**src/rtl/decode_queue_pkg.sv**
```systemverilog
// Shared RV32I encodings for the decode queue: opcodes, funct3/funct7 values
// and the instruction-format codes carried with every queued entry.
package decode_queue_pkg;

    localparam logic [6:0] OPC_LUI       = 7'b0110111;
    localparam logic [6:0] OPC_AUIPC     = 7'b0010111;
    localparam logic [6:0] OPC_JAL       = 7'b1101111;
    localparam logic [6:0] OPC_JALR      = 7'b1100111;
    localparam logic [6:0] OPC_BRANCH    = 7'b1100011;
    localparam logic [6:0] OPC_LOAD      = 7'b0000011;
    localparam logic [6:0] OPC_STORE     = 7'b0100011;
    localparam logic [6:0] OPC_ARI_ITYPE = 7'b0010011;
    localparam logic [6:0] OPC_ARI_RTYPE = 7'b0110011;
    localparam logic [6:0] OPC_FENCE     = 7'b0001111;
    localparam logic [6:0] OPC_CSR       = 7'b1110011;

    localparam logic [2:0] F3_ADD_SUB = 3'd0;
    localparam logic [2:0] F3_SLL     = 3'd1;
    localparam logic [2:0] F3_SLT     = 3'd2;
    localparam logic [2:0] F3_SLTU    = 3'd3;
    localparam logic [2:0] F3_SRL_SRA = 3'd5;
    localparam logic [2:0] F3_OR      = 3'd6;
    localparam logic [2:0] F3_AND     = 3'd7;

    localparam logic [6:0] F7_BASE = 7'h00;
    localparam logic [6:0] F7_ALT  = 7'h20;

    typedef enum logic [2:0] {
        FMT_R       = 3'd0,
        FMT_I       = 3'd1,
        FMT_S       = 3'd2,
        FMT_B       = 3'd3,
        FMT_U       = 3'd4,
        FMT_J       = 3'd5,
        FMT_SHIFT_I = 3'd6,
        FMT_NONE    = 3'd7
    } fmt_e;

endpackage

```
**src/rtl/decode_queue_imm.sv**
```systemverilog
// Combinational RV32I pre-decoder: classifies the format, flags illegal
// encodings and builds the sign-extended immediate.
module rv_imm_decode
    import decode_queue_pkg::*;
#(
    parameter int XLEN = 32
) (
    input  logic [31:0]     instr_i,
    output logic [XLEN-1:0] imm_o,
    output fmt_e            fmt_o,
    output logic            illegal_o
);

    logic [6:0]  opcode;
    logic [2:0]  funct3;
    logic [6:0]  funct7;
    logic [31:0] immRaw;

    assign opcode = instr_i[6:0];
    assign funct3 = instr_i[14:12];
    assign funct7 = instr_i[31:25];

    always_comb begin
        immRaw    = '0;
        fmt_o     = FMT_NONE;
        illegal_o = 1'b0;
        case (opcode)
            OPC_LUI, OPC_AUIPC: begin
                fmt_o  = FMT_U;
                immRaw = {instr_i[31:12], 12'b0};
            end
            OPC_JAL: begin
                fmt_o  = FMT_J;
                immRaw = {{11{instr_i[31]}}, instr_i[31], instr_i[19:12],
                          instr_i[20], instr_i[30:21], 1'b0};
            end
            OPC_JALR: begin
                fmt_o     = FMT_I;
                immRaw    = {{20{instr_i[31]}}, instr_i[31:20]};
                illegal_o = (funct3 != 3'd0);
            end
            OPC_BRANCH: begin
                fmt_o     = FMT_B;
                immRaw    = {{19{instr_i[31]}}, instr_i[31], instr_i[7],
                             instr_i[30:25], instr_i[11:8], 1'b0};
                illegal_o = (funct3 == F3_SLT) || (funct3 == F3_SLTU);
            end
            OPC_LOAD: begin
                fmt_o     = FMT_I;
                immRaw    = {{20{instr_i[31]}}, instr_i[31:20]};
                illegal_o = (funct3 == F3_SLTU) || (funct3 == F3_OR) || (funct3 == F3_AND);
            end
            OPC_STORE: begin
                fmt_o     = FMT_S;
                immRaw    = {{20{instr_i[31]}}, instr_i[31:25], instr_i[11:7]};
                illegal_o = (funct3 >= 3'd3);
            end
            OPC_ARI_ITYPE: begin
                // Shift amounts are unsigned and funct7 selects logical vs arithmetic.
                if (funct3 == F3_SLL) begin
                    fmt_o     = FMT_SHIFT_I;
                    immRaw    = {27'b0, instr_i[24:20]};
                    illegal_o = (funct7 != F7_BASE);
                end else if (funct3 == F3_SRL_SRA) begin
                    fmt_o     = FMT_SHIFT_I;
                    immRaw    = {27'b0, instr_i[24:20]};
                    illegal_o = (funct7 != F7_BASE) && (funct7 != F7_ALT);
                end else begin
                    fmt_o  = FMT_I;
                    immRaw = {{20{instr_i[31]}}, instr_i[31:20]};
                end
            end
            OPC_ARI_RTYPE: begin
                fmt_o = FMT_R;
                if ((funct7 != F7_BASE) && (funct7 != F7_ALT)) begin
                    illegal_o = 1'b1;
                end else if ((funct7 == F7_ALT) &&
                             (funct3 != F3_ADD_SUB) && (funct3 != F3_SRL_SRA)) begin
                    illegal_o = 1'b1;
                end
            end
            OPC_FENCE: begin
                fmt_o = FMT_NONE;
            end
            OPC_CSR: begin
                fmt_o  = FMT_I;
                immRaw = {{20{instr_i[31]}}, instr_i[31:20]};
            end
            default: begin
                illegal_o = 1'b1;
            end
        endcase
        if (instr_i[1:0] != 2'b11) begin
            illegal_o = 1'b1;
        end
        if (illegal_o) begin
            immRaw = '0;
            fmt_o  = FMT_NONE;
        end
    end

    always_comb begin
        imm_o       = {XLEN{immRaw[31]}};
        imm_o[31:0] = immRaw;
    end

endmodule

```
**src/rtl/decode_queue.sv**
```systemverilog
// DEPTH-entry FIFO of pre-decoded RV32I instructions between fetch and
// register read, with valid/ready on both sides and a synchronous flush.
module decode_queue
    import decode_queue_pkg::*;
#(
    parameter int DEPTH = 4,
    parameter int XLEN  = 32,
    parameter int PC_W  = 32
) (
    input  logic                     clk,
    input  logic                     rst_n,
    input  logic                     flush,
    input  logic                     in_valid,
    output logic                     in_ready,
    input  logic [31:0]              in_instr,
    input  logic [PC_W-1:0]          in_pc,
    output logic                     out_valid,
    input  logic                     out_ready,
    output logic [PC_W-1:0]          out_pc,
    output logic [6:0]               out_opcode,
    output logic [2:0]               out_funct3,
    output logic [6:0]               out_funct7,
    output logic [4:0]               out_rd,
    output logic [4:0]               out_rs1,
    output logic [4:0]               out_rs2,
    output logic [XLEN-1:0]          out_imm,
    output logic [2:0]               out_fmt,
    output logic                     out_illegal,
    output logic [$clog2(DEPTH):0]   count
);

    localparam int PTR_W = $clog2(DEPTH);
    localparam int CNT_W = PTR_W + 1;

    logic [PTR_W-1:0] wrPtr_q, wrPtr_d;
    logic [PTR_W-1:0] rdPtr_q, rdPtr_d;
    logic [CNT_W-1:0] count_q, count_d;

    logic [PC_W-1:0]  pcMem_q    [DEPTH];
    logic [31:0]      instrMem_q [DEPTH];
    logic [XLEN-1:0]  immMem_q   [DEPTH];
    logic [2:0]       fmtMem_q   [DEPTH];
    logic             illMem_q   [DEPTH];

    logic [XLEN-1:0]  newImm;
    fmt_e             newFmt;
    logic             newIllegal;
    logic             doPush;
    logic             doPop;
    logic [31:0]      headInstr;

    rv_imm_decode #(
        .XLEN(XLEN)
    ) u_imm_decode (
        .instr_i  (in_instr),
        .imm_o    (newImm),
        .fmt_o    (newFmt),
        .illegal_o(newIllegal)
    );

    // in_ready looks only at occupancy, so a full queue never passes through.
    assign in_ready  = (count_q != CNT_W'(DEPTH));
    assign out_valid = (count_q != '0);
    assign doPush    = in_valid && in_ready;
    assign doPop     = out_valid && out_ready;
    assign count     = count_q;

    always_comb begin
        wrPtr_d = wrPtr_q;
        rdPtr_d = rdPtr_q;
        count_d = count_q;
        if (flush) begin
            wrPtr_d = '0;
            rdPtr_d = '0;
            count_d = '0;
        end else begin
            if (doPush) wrPtr_d = wrPtr_q + PTR_W'(1);
            if (doPop)  rdPtr_d = rdPtr_q + PTR_W'(1);
            if (doPush && !doPop)      count_d = count_q + CNT_W'(1);
            else if (!doPush && doPop) count_d = count_q - CNT_W'(1);
        end
    end

    always_ff @(posedge clk or negedge rst_n) begin
        if (!rst_n) begin
            wrPtr_q <= '0;
            rdPtr_q <= '0;
            count_q <= '0;
        end else begin
            wrPtr_q <= wrPtr_d;
            rdPtr_q <= rdPtr_d;
            count_q <= count_d;
        end
    end

    always_ff @(posedge clk) begin
        if (doPush && !flush) begin
            pcMem_q[wrPtr_q]    <= in_pc;
            instrMem_q[wrPtr_q] <= in_instr;
            immMem_q[wrPtr_q]   <= newImm;
            fmtMem_q[wrPtr_q]   <= newFmt;
            illMem_q[wrPtr_q]   <= newIllegal;
        end
    end

    // Storage is never reset, so the head is forced to zero while empty.
    assign headInstr   = out_valid ? instrMem_q[rdPtr_q] : '0;
    assign out_pc      = out_valid ? pcMem_q[rdPtr_q]    : '0;
    assign out_imm     = out_valid ? immMem_q[rdPtr_q]   : '0;
    assign out_fmt     = out_valid ? fmtMem_q[rdPtr_q]   : '0;
    assign out_illegal = out_valid ? illMem_q[rdPtr_q]   : 1'b0;
    assign out_opcode  = headInstr[6:0];
    assign out_rd      = headInstr[11:7];
    assign out_funct3  = headInstr[14:12];
    assign out_rs1     = headInstr[19:15];
    assign out_rs2     = headInstr[24:20];
    assign out_funct7  = headInstr[31:25];

endmodule

```
**config.mk**
```make
export PLATFORM = sky130hd
export DESIGN_NAME = decode_queue
export DESIGN_NICKNAME = d
export VERILOG_FILES = /design/src/rtl/decode_queue_pkg.sv /design/src/rtl/decode_queue_imm.sv /design/src/rtl/decode_queue.sv
export SDC_FILE = /design/constraint.sdc
export NUM_CORES = 1
export LEC_CHECK = 0
export ABC_AREA = 0
export ABC_CLOCK_PERIOD_IN_PS = 9090
export BUFFER_PORTS_ARGS = -buffer_cell sky130_fd_sc_hd__buf_2
export CAP_MARGIN = 10
export CORE_MARGIN = 2
export CORE_UTILIZATION = 61
export DETAILED_ROUTE_END_ITERATION = 16
export HOLD_SLACK_MARGIN = 0.12
export PLACE_DENSITY = 0.92
export SYNTH_ARGS = -nofsm -noshare
export SYNTH_HDL_FRONTEND = slang
export SYNTH_SLANG_ARGS = --single-unit
```
**constraint.sdc**
```tcl
create_clock -name clk -period 9.09 [get_ports clk]
set_clock_uncertainty 0.15 [all_clocks]
set_input_delay 1.818 -clock clk [delete_from_list [all_inputs] [get_ports clk]]
set_output_delay 1.818 -clock clk [all_outputs]
set_load 0.005 [all_outputs]
```
==> qor.txt <==
Maximum fanout along the worst path: 37
Routed wire length per instance: 24.5 µm
Final ANT Viol Nets: 0
Req. time, crit path: 7120 ps
Critical path launch point type: flop
Worst-path clk slew: 60 ps
Post-Route Setup TNS: 0 ps
First-pass GRT wire length: 51300 µm
Synth area leaders: edfxtp_1, mux4_2, and2_1
Clk pwr share: 31.2%
I/O pin cnt: 174
Switching Share: 26.6%
Period utilization: 55.1%
RSZ-0062 raised after global routing: no
Flop pwr share: 44.0%
Gr ovfl total: 0
Ys flop type: edfxtp_1
Die ar.: 28200 µm²
Most frequent cells in the layout: edfxtp_1, buf_2, and2_1
Most common cell after layout, fill and taps aside: edfxtp_1
Worst endpoint data arrival time: 3040 ps
Area leader, netlist: edfxtp_1
Post-Syn Nets: 917
Global-route total usage across every layer: 24.3%
Count of different cell masters after synthesis: 50
HP Class: reg -> reg
Top cell type's share of synthesized area: 73.3%
Die Wd: 168 µm
GP Congestion: 0.876
Area of the multi-input gates: 3950 µm²
Max_cap viols: 0
Setup Buffers After CTS: 0
Crit. End Element: output port
Via density per instance: 6.27
# DRC: 0
Critical path class: reg -> out
EDFF count, synth: 400
Num CTS Buffers: 40
Initial Utilization: 62.5%
Yosys Warn Count: 0
Via count: 8692
Clock buffer depth: 3
Fmax: 200 MHz
CTS tree: done
Slew margin rel.: 27.0%
Mean Syn Cell Area: 19.4 µm²
Share of layout cells above drive strength 1: 33.4%
Vias in the first global route: 8805
Slew Limit Fails: 0
Seq/Total Area, Yosys: 74.4%
Mapped Area: 16400 µm²
Fillcell total: 1504
Input/output buffers: 173
Total core area: 26200 µm²
H-tree lvl count: 2
Pint: 0.00376 W
Final Setup Violations: 0
DP HPWL: 19700 µm
CTS Hold Buffers Added: 0
FF/Latch Area: 12200 µm²
Initial DRC count: 949
Tmin final: 5010 ps
Status: finished clean
Comb pwr share: 24.7%
Finished Core Util: 71.8%
DR pass1 iterations: 7
Row count: 59
DRT Wirelength: 33900 µm
Sink Count: 407
Pwr Density: 272 nW/µm²
Final #Nets: 1091
Leakage: 6.25 nW
Die Span Y: 168 µm
Final Hold Viols: 0
Synthesis-to-finish area growth: 14.8%
Cells after synthesis: 843
Max VDD drop: 0.205 mV
Worst-Skew Late Latency: 520 ps
Largest net degree at the start of global routing: 103
Sw power: 0.00136 W
Root buf cell: clkbuf_16
Worst slew pin tran: 1090 ps
Initial antenna violation count: 4
Synth Register Bits: 407
Post-CTS Resized: 0
Post-synth ARST share: 1.72%
-- metrics by stage --
stage / hold WS [ps] / cell area, µm² / worst slack [ps] / instances / power (W)
after global placement: 410 / 17500 / 4580 / 1310 / 0.00355
after global routing: 466 / 18800 / 3880 / 1386 / 0.00534
after detailed placement: 423 / 17500 / 4570 / 1310 / 0.00358
after CTS: 446 / 18800 / 4000 / 1384 / 0.00518
final: 449 / 18800 / 4080 / 1386 / 0.00512
after floorplan: 393 / 16400 / 3970 / 843 / 0.00309
-- metal layers --
| layer | routed length [µm] | share of wire, % | global-route usage [%] |
|---|---|---|---|
| met1 | 13300 | 39 | 34.0 |
| met2 | 17100 | 50 | 40.5 |
| met5 | 9 | 0.027 | 0 |
| met4 | 697 | 2.1 | 6.84 |
| met3 | 2780 | 8.2 | 4.09 |
-- final cells by class --
class | instances | area share [%]
sequential | 407 | 64.8
clock buffer | 51 | 5.77
inverter | 8 | 0.160
multi-input combinational | 379 | 21.0
antenna | 2 | 0.0266
tap | 335 | 2.23
timing repair buffer | 181 | 4.92
clock inverter | 23 | 1.08
-- path summary, 6_finish.rpt --
check,start,end,slack [ps],cells past startpoint
min in group asynchronous,rst_n,count[1]$_DFFE_PN0P_,970,1
max,rdPtr_q[0]$_DFFE_PN0P_,out_funct3[2],4080,4
max in group asynchronous,rst_n,rdPtr_q[0]$_DFFE_PN0P_,7640,1
max reg2reg,count[0]$_DFFE_PN0P_,immMem_q[0][21]$_DFFE_PP_,5940,5
min reg2reg,wrPtr_q[1]$_DFFE_PN0P_,wrPtr_q[1]$_DFFE_PN0P_,450,2
min,wrPtr_q[1]$_DFFE_PN0P_,wrPtr_q[1]$_DFFE_PN0P_,450,2
-- cells in the mapped netlist (6+ instances only) --
library cell    n
clkbuf_1       23
nor3_1          9
and2_1        107
nand2_1        37
a22oi_1         6
nor2_1         17
edfxtp_1      400
mux4_2        100
buf_4           6
buf_2          18
inv_1           8
a21oi_1        31
nand3_1         9
o22ai_1         6
dfrtp_1         7
-- power by group through the flow --
stage	registers, W	clock network, W	logic [W]
floorplan	0.00225	0	0.000844
global placement	0.00229	0	0.00126
detailed placement	0.00230	0	0.00128
CTS	0.00226	0.00162	0.00129
global route	0.00227	0.00169	0.00138
finish	0.00226	0.00160	0.00127
-- kinds of logic after synthesis --
group / share of synthesized area, %
fa+ha+maj: 0.428
flops: 74.4
compound gates: 2.31
buf+inv: 1.63
simple gates: 7.13
mux: 13.8
xor+xnor: 0.321
-- state kept, by name, summed over array words and instances (netlist names) --
signal and flops:
rdPtr_q 2, instrMem_q 128, wrPtr_q 2, pcMem_q 128, illMem_q 4, immMem_q 128
fmtMem_q 12, count 3
-- worst max-delay path, cell delays in order, from the launching register on --
cell	delay [ps]
dfrtp_4	790
buf_4	700
mux4_2	580
and2_1	220
buf_2	160
(Power assumes the default switching activity.)
